===== src/rtl/cim_pkg.sv =====
// Shared definitions for the CIM macro blocks.
//   CIM_DATA_W / CIM_ADDR_W : default row word and row address widths
//   wr_state_e              : bank write sequencer states
package cim_pkg;

  localparam int CIM_DATA_W = 24;
  localparam int CIM_ADDR_W = 8;

  typedef enum logic [1:0] {
    ST_IDLE    = 2'd0,
    ST_SETUP   = 2'd1,
    ST_WRITE   = 2'd2,
    ST_RECOVER = 2'd3
  } wr_state_e;

endpackage


===== src/rtl/cim_req_fifo.sv =====
// Request buffer for the bank write controller.
// Show-ahead FIFO: pop_data always presents the head entry while !empty.
// Ports:
//   clk, rst_n      : clock, asynchronous active-low reset
//   push, push_data : write an entry (ignored when full)
//   pop             : discard the head entry (ignored when empty)
//   pop_data        : head entry
//   full, empty     : occupancy flags
module cim_req_fifo
  import cim_pkg::*;
#(
  parameter int WIDTH = CIM_DATA_W + CIM_ADDR_W + 1,
  parameter int DEPTH = 4
) (
  input  logic             clk,
  input  logic             rst_n,
  input  logic             push,
  input  logic [WIDTH-1:0] push_data,
  input  logic             pop,
  output logic [WIDTH-1:0] pop_data,
  output logic             full,
  output logic             empty
);

  localparam int IDX_W = $clog2(DEPTH);
  localparam int PTR_W = IDX_W + 1;

  logic [PTR_W-1:0] wr_ptr_q, wr_ptr_d;
  logic [PTR_W-1:0] rd_ptr_q, rd_ptr_d;
  logic [WIDTH-1:0] mem_q [DEPTH];
  logic [WIDTH-1:0] mem_d [DEPTH];

  // Pointers carry one extra wrap bit: equal index with differing MSB
  // means the buffer is full, fully equal pointers mean empty.
  assign full     = (wr_ptr_q[PTR_W-1] != rd_ptr_q[PTR_W-1]) &&
                    (wr_ptr_q[IDX_W-1:0] == rd_ptr_q[IDX_W-1:0]);
  assign empty    = (wr_ptr_q == rd_ptr_q);
  assign pop_data = mem_q[rd_ptr_q[IDX_W-1:0]];

  always_comb begin
    wr_ptr_d = wr_ptr_q;
    rd_ptr_d = rd_ptr_q;
    mem_d    = mem_q;
    if (push && !full) begin
      mem_d[wr_ptr_q[IDX_W-1:0]] = push_data;
      wr_ptr_d = wr_ptr_q + PTR_W'(1);
    end
    if (pop && !empty) begin
      rd_ptr_d = rd_ptr_q + PTR_W'(1);
    end
  end

  always_ff @(posedge clk or negedge rst_n) begin
    if (!rst_n) begin
      wr_ptr_q <= '0;
      rd_ptr_q <= '0;
      for (int i = 0; i < DEPTH; i++) begin
        mem_q[i] <= '0;
      end
    end else begin
      wr_ptr_q <= wr_ptr_d;
      rd_ptr_q <= rd_ptr_d;
      mem_q    <= mem_d;
    end
  end

endmodule


===== src/rtl/cim_bank_wr_ctrl.sv =====
// N-bank write sequencer for the CIM weight-storage banks.
// Requests are buffered, then each one is played out on its bank as a
// SETUP / WRITE (WR_CYCLES) / RECOVER sequence.
// Ports:
//   clk, rst_n                  : clock, asynchronous active-low reset
//   in_valid/in_ready           : request handshake
//   in_data, in_addr, in_bank   : row word, row address, target bank
//   bank_data                   : shared data bus to all banks
//   bank_addr                   : per-bank address, slice k belongs to bank k
//   bank_we                     : one-hot write enable
//   busy                        : work pending or in progress
//   wr_done                     : one pulse per completed write
//   err, err_clr                : sticky out-of-range bank flag and its clear
module cim_bank_wr_ctrl
  import cim_pkg::*;
#(
  parameter int DATA_W     = CIM_DATA_W,
  parameter int ADDR_W     = CIM_ADDR_W,
  parameter int NUM_BANKS  = 2,
  parameter int FIFO_DEPTH = 4,
  parameter int WR_CYCLES  = 2,
  localparam int SEL_W     = $clog2(NUM_BANKS)
) (
  input  logic                        clk,
  input  logic                        rst_n,
  input  logic                        in_valid,
  output logic                        in_ready,
  input  logic [DATA_W-1:0]           in_data,
  input  logic [ADDR_W-1:0]           in_addr,
  input  logic [SEL_W-1:0]            in_bank,
  output logic [DATA_W-1:0]           bank_data,
  output logic [NUM_BANKS*ADDR_W-1:0] bank_addr,
  output logic [NUM_BANKS-1:0]        bank_we,
  output logic                        busy,
  output logic                        wr_done,
  output logic                        err,
  input  logic                        err_clr
);

  localparam int FIFO_W = DATA_W + ADDR_W + SEL_W;
  localparam int CNT_W  = (WR_CYCLES > 1) ? $clog2(WR_CYCLES) : 1;

  logic              fifo_full, fifo_empty, fifo_pop;
  logic [FIFO_W-1:0] fifo_head;
  logic [DATA_W-1:0] head_data;
  logic [ADDR_W-1:0] head_addr;
  logic [SEL_W-1:0]  head_bank;
  logic              head_in_range;

  wr_state_e                   state_q, state_d;
  logic [CNT_W-1:0]            cnt_q, cnt_d;
  logic [DATA_W-1:0]           req_data_q, req_data_d;
  logic [ADDR_W-1:0]           req_addr_q, req_addr_d;
  logic [SEL_W-1:0]            req_sel_q, req_sel_d;
  logic                        err_q, err_d;
  logic [DATA_W-1:0]           bank_data_q, bank_data_d;
  logic [NUM_BANKS*ADDR_W-1:0] bank_addr_q, bank_addr_d;
  logic [NUM_BANKS-1:0]        bank_we_q, bank_we_d;
  logic                        wr_done_q, wr_done_d;

  assign in_ready = !fifo_full;

  cim_req_fifo #(
    .WIDTH (FIFO_W),
    .DEPTH (FIFO_DEPTH)
  ) u_req_fifo (
    .clk       (clk),
    .rst_n     (rst_n),
    .push      (in_valid && in_ready),
    .push_data ({in_data, in_addr, in_bank}),
    .pop       (fifo_pop),
    .pop_data  (fifo_head),
    .full      (fifo_full),
    .empty     (fifo_empty)
  );

  assign {head_data, head_addr, head_bank} = fifo_head;
  // Widen by one bit so NUM_BANKS itself is representable in the compare.
  assign head_in_range = ({1'b0, head_bank} < (SEL_W + 1)'(NUM_BANKS));

  always_comb begin
    state_d    = state_q;
    cnt_d      = cnt_q;
    req_data_d = req_data_q;
    req_addr_d = req_addr_q;
    req_sel_d  = req_sel_q;
    err_d      = err_q;
    fifo_pop   = 1'b0;

    // A set later in this block overrides the clear.
    if (err_clr) begin
      err_d = 1'b0;
    end

    case (state_q)
      ST_IDLE: begin
        if (!fifo_empty) begin
          fifo_pop = 1'b1;
          if (head_in_range) begin
            req_data_d = head_data;
            req_addr_d = head_addr;
            req_sel_d  = head_bank;
            state_d    = ST_SETUP;
          end else begin
            err_d = 1'b1;
          end
        end
      end
      ST_SETUP: begin
        cnt_d   = CNT_W'(WR_CYCLES - 1);
        state_d = ST_WRITE;
      end
      ST_WRITE: begin
        if (cnt_q == '0) begin
          state_d = ST_RECOVER;
        end else begin
          cnt_d = cnt_q - CNT_W'(1);
        end
      end
      ST_RECOVER: begin
        state_d = ST_IDLE;
      end
      default: begin
        state_d = ST_IDLE;
      end
    endcase
  end

  // Bank outputs are registered from the next state so they line up with
  // the state they belong to rather than lagging it by a cycle.
  always_comb begin
    bank_data_d = '0;
    bank_addr_d = '0;
    bank_we_d   = '0;
    wr_done_d   = (state_d == ST_RECOVER);
    if (state_d != ST_IDLE) begin
      bank_data_d = req_data_d;
      for (int k = 0; k < NUM_BANKS; k++) begin
        if (req_sel_d == SEL_W'(k)) begin
          bank_addr_d[k*ADDR_W +: ADDR_W] = req_addr_d;
          bank_we_d[k]                    = (state_d == ST_WRITE);
        end
      end
    end
  end

  always_ff @(posedge clk or negedge rst_n) begin
    if (!rst_n) begin
      state_q     <= ST_IDLE;
      cnt_q       <= '0;
      req_data_q  <= '0;
      req_addr_q  <= '0;
      req_sel_q   <= '0;
      err_q       <= 1'b0;
      bank_data_q <= '0;
      bank_addr_q <= '0;
      bank_we_q   <= '0;
      wr_done_q   <= 1'b0;
    end else begin
      state_q     <= state_d;
      cnt_q       <= cnt_d;
      req_data_q  <= req_data_d;
      req_addr_q  <= req_addr_d;
      req_sel_q   <= req_sel_d;
      err_q       <= err_d;
      bank_data_q <= bank_data_d;
      bank_addr_q <= bank_addr_d;
      bank_we_q   <= bank_we_d;
      wr_done_q   <= wr_done_d;
    end
  end

  assign bank_data = bank_data_q;
  assign bank_addr = bank_addr_q;
  assign bank_we   = bank_we_q;
  assign wr_done   = wr_done_q;
  assign err       = err_q;
  assign busy      = !fifo_empty || (state_q != ST_IDLE);

endmodule


===== config.mk =====
export PLATFORM = sky130hd
export DESIGN_NAME = cim_bank_wr_ctrl
export DESIGN_NICKNAME = d
export VERILOG_FILES = /design/src/rtl/cim_pkg.sv /design/src/rtl/cim_req_fifo.sv /design/src/rtl/cim_bank_wr_ctrl.sv
export SDC_FILE = /design/constraint.sdc
export NUM_CORES = 1
export LEC_CHECK = 0
export ABC_CLOCK_PERIOD_IN_PS = 2930
export BUFFER_PORTS_ARGS = -buffer_cell sky130_fd_sc_hd__buf_2
export CORE_MARGIN = 2
export CORE_UTILIZATION = 30
export DETAILED_ROUTE_END_ITERATION = 16
export PLACE_DENSITY = 0.49
export SLEW_MARGIN = 20
export SYNTH_ARGS = -nofsm -noshare
export SYNTH_HDL_FRONTEND = slang
export SYNTH_SLANG_ARGS = --single-unit

===== constraint.sdc =====
create_clock -name clk -period 2.93 [get_ports clk]
set_clock_uncertainty 0.05 [all_clocks]
set_input_delay 0.4395 -clock clk [delete_from_list [all_inputs] [get_ports clk]]
set_output_delay 0.4395 -clock clk [all_outputs]
set_load 0.005 [all_outputs]

## Yosys cells after proc, flatten, opt, wreduce, memory -nomap -nowiden

Cells that the tools add are included.
W data, S select, Z words.

- Flip-flop bits (word level): 217
- Output and inout bits: 46

- Add/sub/neg operators: 3
- Magnitude comparators: 3
- Equal/unequal tests: 8
- Mux-type cells: 26
- Bitwise gates (word level): 2
- Reduce and logical (&&, ||, !) cells: 12

Operators with widths:

| operator | count |
|---|---|
| $bwmux W132 | 1 |
| $mux W33 | 3 |
| $mux W24 | 3 |
| $bmux W33 S2 | 1 |
| $demux W33 S2 | 1 |
| $mux W8 | 4 |
| $mux W16 | 1 |
| $eq A2 B2 Y1 const B | 4 |
| $pmux W2 S4 | 1 |
| $mux W1 | 7 |
| $add A3 B1 Y3 const B | 2 |
| $ge A3 B3 Y1 const B | 2 |
| $mux W2 | 3 |
| $not A2 Y3 | 2 |
| $reduce_bool A2 Y1 | 3 |
| $logic_and A1 B1 Y1 | 5 |
| $eq A3 B3 Y1 | 1 |
| $lt A3 B1 Y1 const B | 1 |
| $eq A2 B1 Y1 const B | 1 |
| $eq A2 B2 Y1 | 1 |
| $logic_not A1 Y1 | 2 |
| $logic_not A2 Y1 | 1 |
| $pmux W1 S2 | 1 |
| $logic_or A1 B1 Y1 | 1 |
| 2 further kinds | 2 |

## Longest topological paths before layout

Gate-level depths: netlist of the first run.

- Depth after elaboration: 8
- Mapped depth: 8

## Modules after synthesis

From an unflattened synthesis of the first run, not the netlist that was laid out.

- Cells, all modules: 560
- Area, all modules: 9,681.8 um^2

By module, submodules not included:

| module | instances | cells each | area each (um^2) | sequential area each (um^2) |
|---|---|---|---|---|
| cim_req_fifo | 1 | 363 | 6,701.4 | 3,453.3 |
| cim_bank_wr_ctrl | 1 | 197 | 2,980.4 | 1,976.9 |

## Worst setup path after synthesis of the first run

Ideal clock, no wire load.

- Kind: reg2reg
- From: reg state_q[0]
- To: reg bank_data_q[13] (netlist: bank_data[13])
- Setup time: 0.118 ns
- Arrival: 2.020 ns
- Path slack: 0.742 ns
- Cell stages (with the launch flop): 8
- Buffers on the path: 1
- Period minus slack after synthesis: 2.188 ns
- Cell sequence: dfrtp_1 > inv_1 > ha_1 > or3b_1 > nor4_4 > or2_2 > buf_2 > and2b_1

- Cells in the longest elaborated chain, start to end: 4

Ends and longest elaborated chain:

| element | line | text |
|---|---|---|
| start, declared | cim_bank_wr_ctrl.sv:50 | `wr_state_e state_q, state_d;` |
| start signal, assigned | cim_bank_wr_ctrl.sv:160 | `state_q <= state_d;` |
| $eq A2 B2 Y1 (tied with other cells) | cim_bank_wr_ctrl.sv:95 | `case (state_q)` |
| $pmux W2 S4 * | cim_bank_wr_ctrl.sv:95 |  |
| via state_d[1] | cim_bank_wr_ctrl.sv:50 |  |
| $reduce_bool A2 Y1 * | cim_bank_wr_ctrl.sv:136 | `if (state_d != ST_IDLE) begin` |
| $mux W24 * | cim_bank_wr_ctrl.sv:136 |  |
| via bank_data_d[13] | cim_bank_wr_ctrl.sv:56 | `logic [DATA_W-1:0] bank_data_q, bank_data_d;` |
| end signal, assigned | cim_bank_wr_ctrl.sv:166 | `bank_data_q <= bank_data_d;` |
| end, declared | cim_bank_wr_ctrl.sv:56 |  |

The timed path passes the listed nets; every way through them passes the cells marked *.
A chain may end at the register's enable or synchronous reset.

## Worst setup path in the final report of the first run

- From: reg u_req_fifo.rd_ptr_q[0]
- To: reg bank_data_q[0] (netlist: bank_data[0])

- Cells in the longest elaborated chain, start to end: 7

Ends and longest elaborated chain:

| element | line | text |
|---|---|---|
| start, declared | cim_req_fifo.sv:29 | `logic [PTR_W-1:0] rd_ptr_q, rd_ptr_d;` |
| start signal, assigned | cim_req_fifo.sv:62 | `rd_ptr_q <= rd_ptr_d;` |
| $not A2 Y3 (not written as such) | cim_req_fifo.sv:38 | `assign pop_data = mem_q[rd_ptr_q[IDX_W-1:0]];` |
| $bmux W33 S2 | cim_req_fifo.sv:38 |  |
| $mux W33 (not written as such) (2 in series) | cim_req_fifo.sv:38 |  |
| $mux W24 * | cim_bank_wr_ctrl.sv:97 | `if (!fifo_empty) begin` |
| $mux W24 * | cim_bank_wr_ctrl.sv:95 |  |
| via req_data_d[0] | cim_bank_wr_ctrl.sv:52 | `logic [DATA_W-1:0] req_data_q, req_data_d;` |
| $mux W24 * | cim_bank_wr_ctrl.sv:136 |  |
| via bank_data_d[0] | cim_bank_wr_ctrl.sv:56 |  |

The timed path passes the listed nets; every way through them passes the cells marked *. The select of a mux whose other input is x is not followed.

==> summary.md, run 1 <==
| Metric | Value |
|---|---|
| Syn_nets | ~580 |
| Area occupied by multi-input gates | around 3400 um2 |
| Hold Violations, Final | 0 |
| Crit-path slowest cell | o31a_2 |
| RSZ-0062 raised after global routing | false |
| Pre-Repair DR Iteration Count | 4 |
| Cell count after synthesis | 538 |
| Grt met3 use | 0.0260 |
| Finished Layout Cells | 1,045 |
| Ports | between 80 and 90 |
| Cell-by-cell trace of the critical path | xor2_1 -> o31a_2 -> buf_4 -> mux2_2 -> nor2b_1 |
| Final setup vio count | 0 |
| Most frequent cells in the layout | 215 x dfrtp_1, 146 x mux2_2, 79 x buf_2 |
| Post-Synth Simple-Gate Area | 0.0393 |
| CTS Buf Count | 24 |
| Fraction of synthesized cell area in xor and xnor cells | 0.0103 |
| Filler cells | 2,838 |
| Post-synthesis mux area share | 0.294 |
| Slew Viols, Final | 0 |
| Worst Hold Depth | 2 |
| DPL Wire Length | about 12,000 um |
| Routing usage on met1 | 0.163 |
| Syn. warnings | 0 |
| Vias in the first global route | 5,440 |
| Final Net Count | 681 |
| Inst Count DP | about 1,000 |
| Status | finished, final reports clean |
| Data required, critical path | 3.27 ns |
| Combinational share of power | 0.409 |
| Clock Tree Buf Depth | 3 |
| Clk Latency, worst-skew pair | around 0.5 ns |
| Clock sinks | about 220 |
| DIE WIDTH | 178 um |
| Mean Syn Cell Area | between 15 and 20 um2 |
| Clock network fraction of total power | 0.218 |
| Post-synth ARST share | 1.00 |
| Global route hottest layer | met2 |
| Yosys top cell area share | 0.596 |
| H-Tree Depth | 1 |
| Post-Syn Area | 9110 um2 |
| Wire per inst | around 19 um |
| Power Internal | 9.65 mW |
| Max-slew headroom | 0.573 |
| Overall Global Routing Usage | 0.128 |
| WP data arrival | 2.67 ns |
| Grt ovf | 0 |
| Number of port buffers | 80 |
| Register area share after synthesis | 0.596 |
| Drt initial violations | between 150 and 200 |
| Post-synthesis adder-cell area fraction | 0.0110 |
| Net Sw Frac | 0.311 |
| Max cap viols | 0 |
| Post-synth EDFFs | 0 |
| Initial core utilization | 0.306 |
| DIE AREA | 31,800 um2 |
| Die H | 178 um |
| CP Launch Type | register |
| Layout area overhead | 19.3% |
| Setup Buffers After CTS | 0 |
| Fmax | ~430 MHz |
| Combinational family with the most area after synthesis | multiplexers |
| Post-Route Setup TNS | 0 ns |
| Worst Hold Class | in -> reg |
| Seq pwr share | 0.374 |
| Yosys top cell by area | dfrtp_1 |
| Routed Antenna Nets | 0 |
| Tcrit/Tclk final | 0.794 |
| Synth area leaders | dfrtp_1 60%, mux2_2 18%, mux4_2 8.2% |
| CTS tree | built |
| Worst-path maximum fanout | 15 |
| Floorplan row count | 63 |
| Met2 usage in global routing | 0.222 |
| Routability cong. | roughly 0.67 |
| R2R depth | 5 |
| Share of cells above drive strength 1 | 0.542 |
| Final min period | between 2 and 2.5 ns |
| Largest stage delay, worst path | about 0.53 ns |
| Register area | between 5000 and 6000 um2 |
| Largest net degree at the start of global routing | 67 |
| Vias | 4,833 |
| Power density over cell area | around 1300 nW/um2 |
| Leading cell type in the layout, fill and taps excluded | dfrtp_1 |
| Worst-path clk slew | about 0.060 ns |
| NetSw | between 4 and 5 mW |
| Antenna violations before repair | 4 |
| CP endpoint kind | register |
| Synth Flop Type | dfrtp_1 |
| Final WL | just under 20,000 um |
| Crit path kind | reg -> reg |
| Core area | around 30,000 um2 |
| Worst-Margin Slew | roughly 0.64 ns |
| Root Buffer | clkbuf_16 |
| Compound-Gate Fraction of Synth Area | 0.0227 |
| Wire length of the first global-routing pass | 31,000 um |
| Yosys cell types | 40 |
| Peak supply drop | 0.456 mV |
| P_leak | between 4 and 5 nW |
| Drt via density | around 4.6 |
| Yosys reg bits | roughly 220 |
| Detailed-route DRC error count | 0 |
-- cell usage after synthesis (2+ instances only) --
master / n
dfrtp_1: 217
mux2_2: 146
mux4_2: 33
mux2_4: 18
a22o_1: 16
nor2b_1: 14
buf_4: 13
and2b_1: 10
ha_1: 8
inv_1: 7
nand2_1: 6
xnor2_1: 6
buf_2: 5
buf_6: 4
nand2_2: 4
clkbuf_1: 3
mux2i_1: 2
nor3b_2: 2
nor4_4: 2
xor2_2: 2
-- timing repair --
action / 4_1_cts / 5_1_grt
hold buffers: 1 / 0
hold endpoints to repair: 48 / 0
resized for setup: 0 / 0
-- logic make-up (layout without fill, tap and decap cells) --
family / after synthesis / in the layout
DFF: 217 / 217
muxes: 199 / 199
and+or+nand+nor: 47 / 47
buffers and inverters: 34 / 149
AOI/OAI and AO/OA: 23 / 23
xor gates and xnor gates: 9 / 9
adders and majority gates: 8 / 8
other: 1 / 3
-- metrics by stage --
| step | instance area [um2] | hold slack [ns] | total power, mW | utilization | setup slack [ns] |
|---|---|---|---|---|---|
| global placement | 10000 | 0.323 | 10.8 | 0.336 | 0.564 |
| floorplan | 9110 | 0.0939 | 9.48 | - | 0.742 |
| global route | 10900 | 0.140 | 14.9 | 0.365 | 0.443 |
| CTS | 10900 | 0.134 | 14.3 | 0.365 | 0.541 |
| finish | 10900 | 0.158 | 14.0 | 0.365 | 0.602 |
| detailed placement | 10000 | 0.332 | 11.1 | 0.336 | 0.558 |
-- power groups by stage --
stage               combinational (mW)  sequential (mW)  clock, mW
global route                      6.22             5.41       3.30
global placement                  5.67             5.15          0
floorplan                         4.45             5.04          0
CTS                               5.87             5.25       3.16
detailed placement                5.85             5.29          0
finish                            5.72             5.23       3.05
-- routing by layer --
metal	up-vias	share of wire
met5	-	0.0021
met3	28	0.047
met4	6	0.014
li1	2155	-
met2	79	0.50
met1	2565	0.43
-- path summary, 6_finish.rpt --
path | start | endpoint | slack, ns
worst max-delay path | u_req_fifo.rd_ptr_q[0] | bank_data[0] | 0.60
worst min register to register | req_data_q[18] | req_data_q[18] | 0.44
worst max register to register | u_req_fifo.rd_ptr_q[0] | bank_data[0] | 0.60
max in group asynchronous | rst_n | req_data_q[7] | 1.55
worst min-delay path | in_data[7] | u_req_fifo.mem_q[115] | 0.16
min in group asynchronous | rst_n | bank_addr[12] | 0.38
-- sequential cells by signal, indices dropped and copies added, names as in the netlist --
register             cells
u_req_fifo.mem_q       132
req_addr_q               8
bank_addr               16
state_q                  2
bank_we                  2
cnt_q                    1
u_req_fifo.wr_ptr_q      3
bank_data               24
req_sel_q                1
req_data_q              24
u_req_fifo.rd_ptr_q      3
wr_done                  1
-- worst max-delay path: cells and delay by family (launching register included) --
family                 cells  cell delay, ns
AO/OA/AOI/OAI              1            0.53
XOR/XNOR                   1            0.36
buffers and inverters      1            0.29
flip-flops                 1            0.50
multiplexers               1            0.36
AND/OR/NAND/NOR            1            0.13
-- final cells by class --
type / count / area share
Clock inverter: 6 / 0.00564
Timing Repair Buffer: 99 / 0.0592
Antenna cell: 2 / 0.000460
Tap cell: 390 / 0.0449
Multi-Input combinational cell: 287 / 0.317
Sequential cell: 217 / 0.500
Inverter: 7 / 0.00242
Clock buffer: 37 / 0.0709
(Power assumes the default switching activity.)
==> inputs of run 2 (changes only) <==
Settings changed: ABC_CLOCK_PERIOD_IN_PS 2930 to 2150.
Clock period 2.93 ns to 2.15 ns, I/O delays scaled along.
==> run 2 against run 1 <==
Sequential share of layout area is 0.93 points lower. Critical path depth did not move. First-iteration DRC count increased by 4.5%. Total power rose by 40%. Count of clock-buffer cells in the layout shrank 3. Clock power increased by 35%. Setup slack lost 0.52 ns. Final area up 1.9%. Core utilization grew 0.70 points. Final cell count rose by 1.5%. Global-route usage down 0.11 points. Largest cell class unchanged. Via count grew 1.1%.
==> summary.md, run 2 (synthesis gave the netlist of run 1 again) <==
| Metric | Value |
|---|---|
| Final setup vio count | 0 |
| Vias | 4,887 |
| Routed Antenna Nets | 0 |
| NetSw | between 6 and 7 mW |
| Seq pwr share | 0.364 |
| Peak supply drop | between 0.7 and 0.8 mV |
| Fmax | approximately 480 MHz |
| Clock network fraction of total power | 0.210 |
| Leading cell type in the layout, fill and taps excluded | dfrtp_1 |
| Tcrit/Tclk final | 0.962 |
| DIE AREA | roughly 32,000 um2 |
| Net Sw Frac | 0.309 |
| Final min period | about 2.1 ns |
| Worst-path maximum fanout | 5 |
| Vias in the first global route | about 5,400 |
| Root Buffer | clkbuf_16 |
| Die H | approximately 180 um |
| Finished Layout Cells | around 1,100 |
| Final core occ | 0.372 |
| DPL Wire Length | between 10,000 and 15,000 um |
| Largest net degree at the start of global routing | 56 |
| Max cap viols | 0 |
| R2R depth | 5 |
| Inst Count DP | 1,012 |
| Power density over cell area | around 1800 nW/um2 |
| Total power | between 15 and 20 mW |
| Grt ovf | 0 |
| Power Internal | about 14 mW |
| Number of port buffers | 80 |
| WP data arrival | ~1.7 ns |
| Overall Global Routing Usage | 0.126 |
| Data required, critical path | about 1.8 ns |
| Routability cong. | approximately 0.65 |
| Drt via density | 4.61 |
| Floorplan row count | 63 |
| Final Net Count | 698 |
| Most frequent cells in the layout | 214 x dfrtp_1, 146 x mux2_2, 79 x buf_2 |
| Worst Hold Depth | 2 |
| Max FFs per register | between 100 and 150 |
| DIE WIDTH | around 180 um |
| Clk Latency, worst-skew pair | ~0.5 ns |
| H-Tree Depth | 1 |
| CP Launch Type | register |
| Core area | 29,800 um2 |
| Final WL | 19,500 um |
| Slew Viols, Final | 0 |
| Layout area overhead | 21.6% |
| Detailed-route DRC error count | 0 |
| CTS tree | built |
| CP endpoint kind | primary output |
| Initial core utilization | 0.306 |
| Wire length of the first global-routing pass | 30,700 um |
| CTS Buf Count | 24 |
| Combinational share of power | 0.426 |
| Ports | 83 |
| P_leak | between 4 and 5 nW |
| Max-slew headroom | 0.626 |
| Wire per inst | between 15 and 20 um |
| Share of cells above drive strength 1 | 0.561 |
| Post-Route Setup TNS | 0 ns |
| Clock sinks | between 200 and 250 |
| Drt initial violations | roughly 160 |
| Status | finished, final reports clean |
| Largest Register | u_req_fifo.mem_q |
| Clock Tree Buf Depth | 3 |
| Antenna violations before repair | 4 |
| Worst-path clk slew | about 0.060 ns |
| Crit path kind | reg -> out |
| Worst Hold Class | in -> reg |
| Pre-Repair DR Iteration Count | 4 |
| Hold Violations, Final | 0 |
| RSZ-0062 raised after global routing | false |
| Worst-Margin Slew | ~0.56 ns |
==> run 2: final cells by class <==
| type | instances | area [um2] |
|---|---|---|
| inverter | 7 | 26.3 |
| clock buffer | 34 | 709 |
| antenna | 1 | 2.50 |
| clock inverter | 9 | 98.8 |
| multi-input combinational | 287 | 3470 |
| tap | 390 | 488 |
| fill | 2797 | 18700 |
| timing repair buffer | 116 | 846 |
| sequential | 217 | 5440 |
==> run 2: critical path, stage by stage, from the launching register on <==
cell     delay [ns]
dfrtp_2        0.45
xor2_2         0.19
buf_4          0.16
nor3_4         0.17
nand2_1        0.08
buf_2          0.13
==> run 2: path summary, 6_finish.rpt <==
path	startpoint	to	slack, ns
setup reg to reg	u_req_fifo.wr_ptr_q[1]	bank_addr[11]	0.13
hold reg to reg	req_data_q[11]	req_data_q[11]	0.44
min in group asynchronous	rst_n	bank_addr[5]	0.28
hold / removal	in_data[11]	u_req_fifo.mem_q[119]	0.04
max in group asynchronous	rst_n	u_req_fifo.mem_q[39]	1.07
setup / recovery	u_req_fifo.wr_ptr_q[1]	busy	0.08
==> run 2: repair_timing <==
| action | 4_1_cts | 5_1_grt |
|---|---|---|
| hold buffers | 1 | 0 |
| setup buffers | 3 | 1 |
| hold endpoints to repair | 50 | 0 |
| pin swaps | 1 | 5 |
| resized for setup | 1 | 2 |
| endpoints found under the setup margin | 17 | 29 |
==> run 2: power groups by stage <==
stage	Sequential [mW]	Combinational, mW	Clock, mW
after global routing	7.35	9.06	4.43
after floorplan	6.87	6.18	0
final	7.12	8.34	4.11
after detailed placement	7.20	8.28	0
after CTS	7.14	8.47	4.25
after global placement	7.03	8.05	0
==> run 2: metrics by stage <==
stage / cell area, um2 / setup slack [ns] / hold WS, ns
2_1_floorplan: 9140 / 0.00444 / -0.0231
3_3_place_gp: 10200 / 0.00387 / 0.227
3_5_place_dp: 10200 / -0.0413 / 0.240
4_1_cts: 11100 / 0.0000516 / 0.0153
5_1_grt: 11100 / 0.00364 / 0.0224
6_report: 11100 / 0.0822 / 0.0361
==> run 2: metal layers <==
metal,global-route usage,vias up,routed length (um)
met4,0.0325,6,348
met3,0.0260,38,859
met2,0.215,70,9680
li1,-,2181,-
met5,0,-,31
met1,0.165,2592,8580
==> inputs of run 3 (changes only) <==
Settings changed: ABC_CLOCK_PERIOD_IN_PS 2150 to 2100.
Clock period 2.15 ns to 2.1 ns, I/O delays scaled along.
==> run 3 against run 2 <==
Final cell count rose by 1.2%. Clock power fell by 2%. Non-clock buffer count rose by 11. Total power rose by 2.9%. Via count rose by 1.6%. Flip-flop and latch count did not move. Critical path type unchanged.
==> summary.md, run 3 (synthesis gave the netlist of run 1 again) <==
| Metric | Value |
|---|---|
| Status | finished, final reports clean |
| Largest net degree at the start of global routing | 62 |
| Grt ovf | 0 |
| Vias in the first global route | ~5,600 |
| Finished Layout Cells | between 1,000 and 1,500 |
| Wire length of the first global-routing pass | 31,100 um |
| Worst Hold Class | in -> reg |
| Max FFs per register | between 100 and 150 |
| Worst Path Buf+Inv | 2 |
| Root Buffer | clkbuf_16 |
| Drt via density | approximately 4.6 |
| Cell-by-cell trace of the critical path | xor2_2 -> buf_6 -> nor3_4 -> nand2_1 -> buf_2 |
| Most frequent cells in the layout | 215 x dfrtp_1, 146 x mux2_2, 79 x buf_2 |
| Area occupied by multi-input gates | around 3500 um2 |
| Clock sinks | 217 |
| Pre-Repair DR Iteration Count | 4 |
| Filler cells | approximately 2,800 |
| Share of cells above drive strength 1 | 0.554 |
| Power density over cell area | about 1800 nW/um2 |
| Floorplan row count | 63 |
| Overall Global Routing Usage | 0.126 |
| Slew Viols, Final | 0 |
| Tcrit/Tclk final | 0.975 |
| Worst path top cell family by delay | flip-flops |
| Hold Violations, Final | 0 |
| Final setup vio count | 0 |
| Clock Tree Buf Depth | 3 |
| Largest Register | u_req_fifo.mem_q |
| CTS Buf Count | 24 |
| Wire per inst | approximately 18 um |
| Fmax | 488 MHz |
| Data required, critical path | roughly 1.7 ns |
| DPL Wire Length | 12,800 um |
| Final WL | ~20,000 um |
| Ports | 83 |
| Max-slew headroom | 0.645 |
| Clk Latency, worst-skew pair | ~0.51 ns |
| Peak supply drop | a little under 0.6 mV |
| Routability cong. | around 0.67 |
| P_leak | roughly 5.0 nW |
| Leading cell type in the layout, fill and taps excluded | dfrtp_1 |
| H-Tree Depth | 1 |
| Total power | between 20 and 25 mW |
| Number of port buffers | 80 |
| CP endpoint kind | primary output |
| Core area | just under 30,000 um2 |
| WP data arrival | 1.68 ns |
| Final Net Count | roughly 700 |
| Antenna violations before repair | 5 |
| Vias | about 5,000 |
| DIE WIDTH | around 180 um |
| RSZ-0062 raised after global routing | true |
| Layout area overhead | 23.2% |
| Crit-path slowest cell | dfrtp_2 |
| Drt initial violations | 215 |
| Die H | between 150 and 200 um |
| Detailed-route DRC error count | 0 |
| Min Hold Slack | a little over 0.02 ns |
| CTS tree | built |
| Initial core utilization | 0.306 |
| Register area | about 5400 um2 |
| Largest stage delay, worst path | around 0.46 ns |
| DIE AREA | about 32,000 um2 |
| Worst-Margin Slew | about 0.53 ns |
| Routed Antenna Nets | 0 |
| Worst-path clk slew | 0.06 ns |
| Inst Count DP | a little over 1,000 |
| Crit path kind | reg -> out |
| CP Launch Type | register |
| Max cap viols | 0 |
| Worst-path maximum fanout | 4 |
| Final min period | about 2 ns |
## run 3: cell count changes in the layout (fill, tap and decap cells not counted), moves of 2 or more
cell,before,now
clkbuf_1,4,10
dlygate4sd3_1,1,7
buf_12,13,17
buf_6,0,4
clkbuf_8,5,1
buf_4,22,19
diode_2,1,3
xnor2_1,6,4
xnor2_2,0,2
## run 3: layout make-up
class	instances	share of cell area
flip-flops and latches	217	0.484
multi-input cells	287	0.313
repair buffers	127	0.0898
clock buffers	35	0.0581
well taps	390	0.0435
clock inverters	8	0.00903
inverters	7	0.00234
diodes	3	0.000669
## run 3: path summary, 6_finish.rpt
kind                                        start                    to  slack [ns]  depth (start not counted)
min in group asynchronous                   rst_n         bank_addr[10]        0.30                          2
max                        u_req_fifo.rd_ptr_q[0]                  busy        0.05                          5
max in group asynchronous                   rst_n   u_req_fifo.mem_q[4]        1.03                          3
max reg2reg                            state_q[1]          bank_addr[1]        0.09                          7
min reg2reg                         req_data_q[7]         req_data_q[7]        0.44                          1
min                                   in_data[17]  u_req_fifo.mem_q[92]        0.02                          2
## run 3: routing by layer
| metal | vias up | global-route usage | routed length (um) |
|---|---|---|---|
| met4 | 4 | 0.0339 | 380 |
| met5 | - | 0 | 27 |
| met2 | 84 | 0.213 | 9590 |
| met1 | 2635 | 0.163 | 8680 |
| met3 | 34 | 0.0303 | 936 |
| li1 | 2208 | - | - |
## run 3: timing repair
item,4_1_cts,5_1_grt
pin swaps,2,3
hold buffers,7,0
buffers inserted,0,2
setup endpoints to repair,18,43
gates cloned,0,0
hold endpoints to repair,70,0
resized for setup,3,8
## run 3: where the power goes
part,internal [mW],switching (mW)
clock network,2.40,1.63
registers,6.31,0.948
logic,5.17,3.67
total,13.9,6.26
## run 3: stage by stage
stage | setup WS [ns] | setup TNS (ns) | instance area, um2 | util
4_1_cts | -0.00126 | -0.00126 | 11100 | 0.374
3_3_place_gp | -0.0335 | -0.425 | 10300 | 0.346
5_1_grt | -0.0266 | -0.0266 | 11200 | 0.377
3_5_place_dp | -0.0399 | -0.448 | 10300 | 0.346
2_1_floorplan | -0.0456 | -0.374 | 9140 | -
6_report | 0.0524 | 0 | 11200 | 0.377
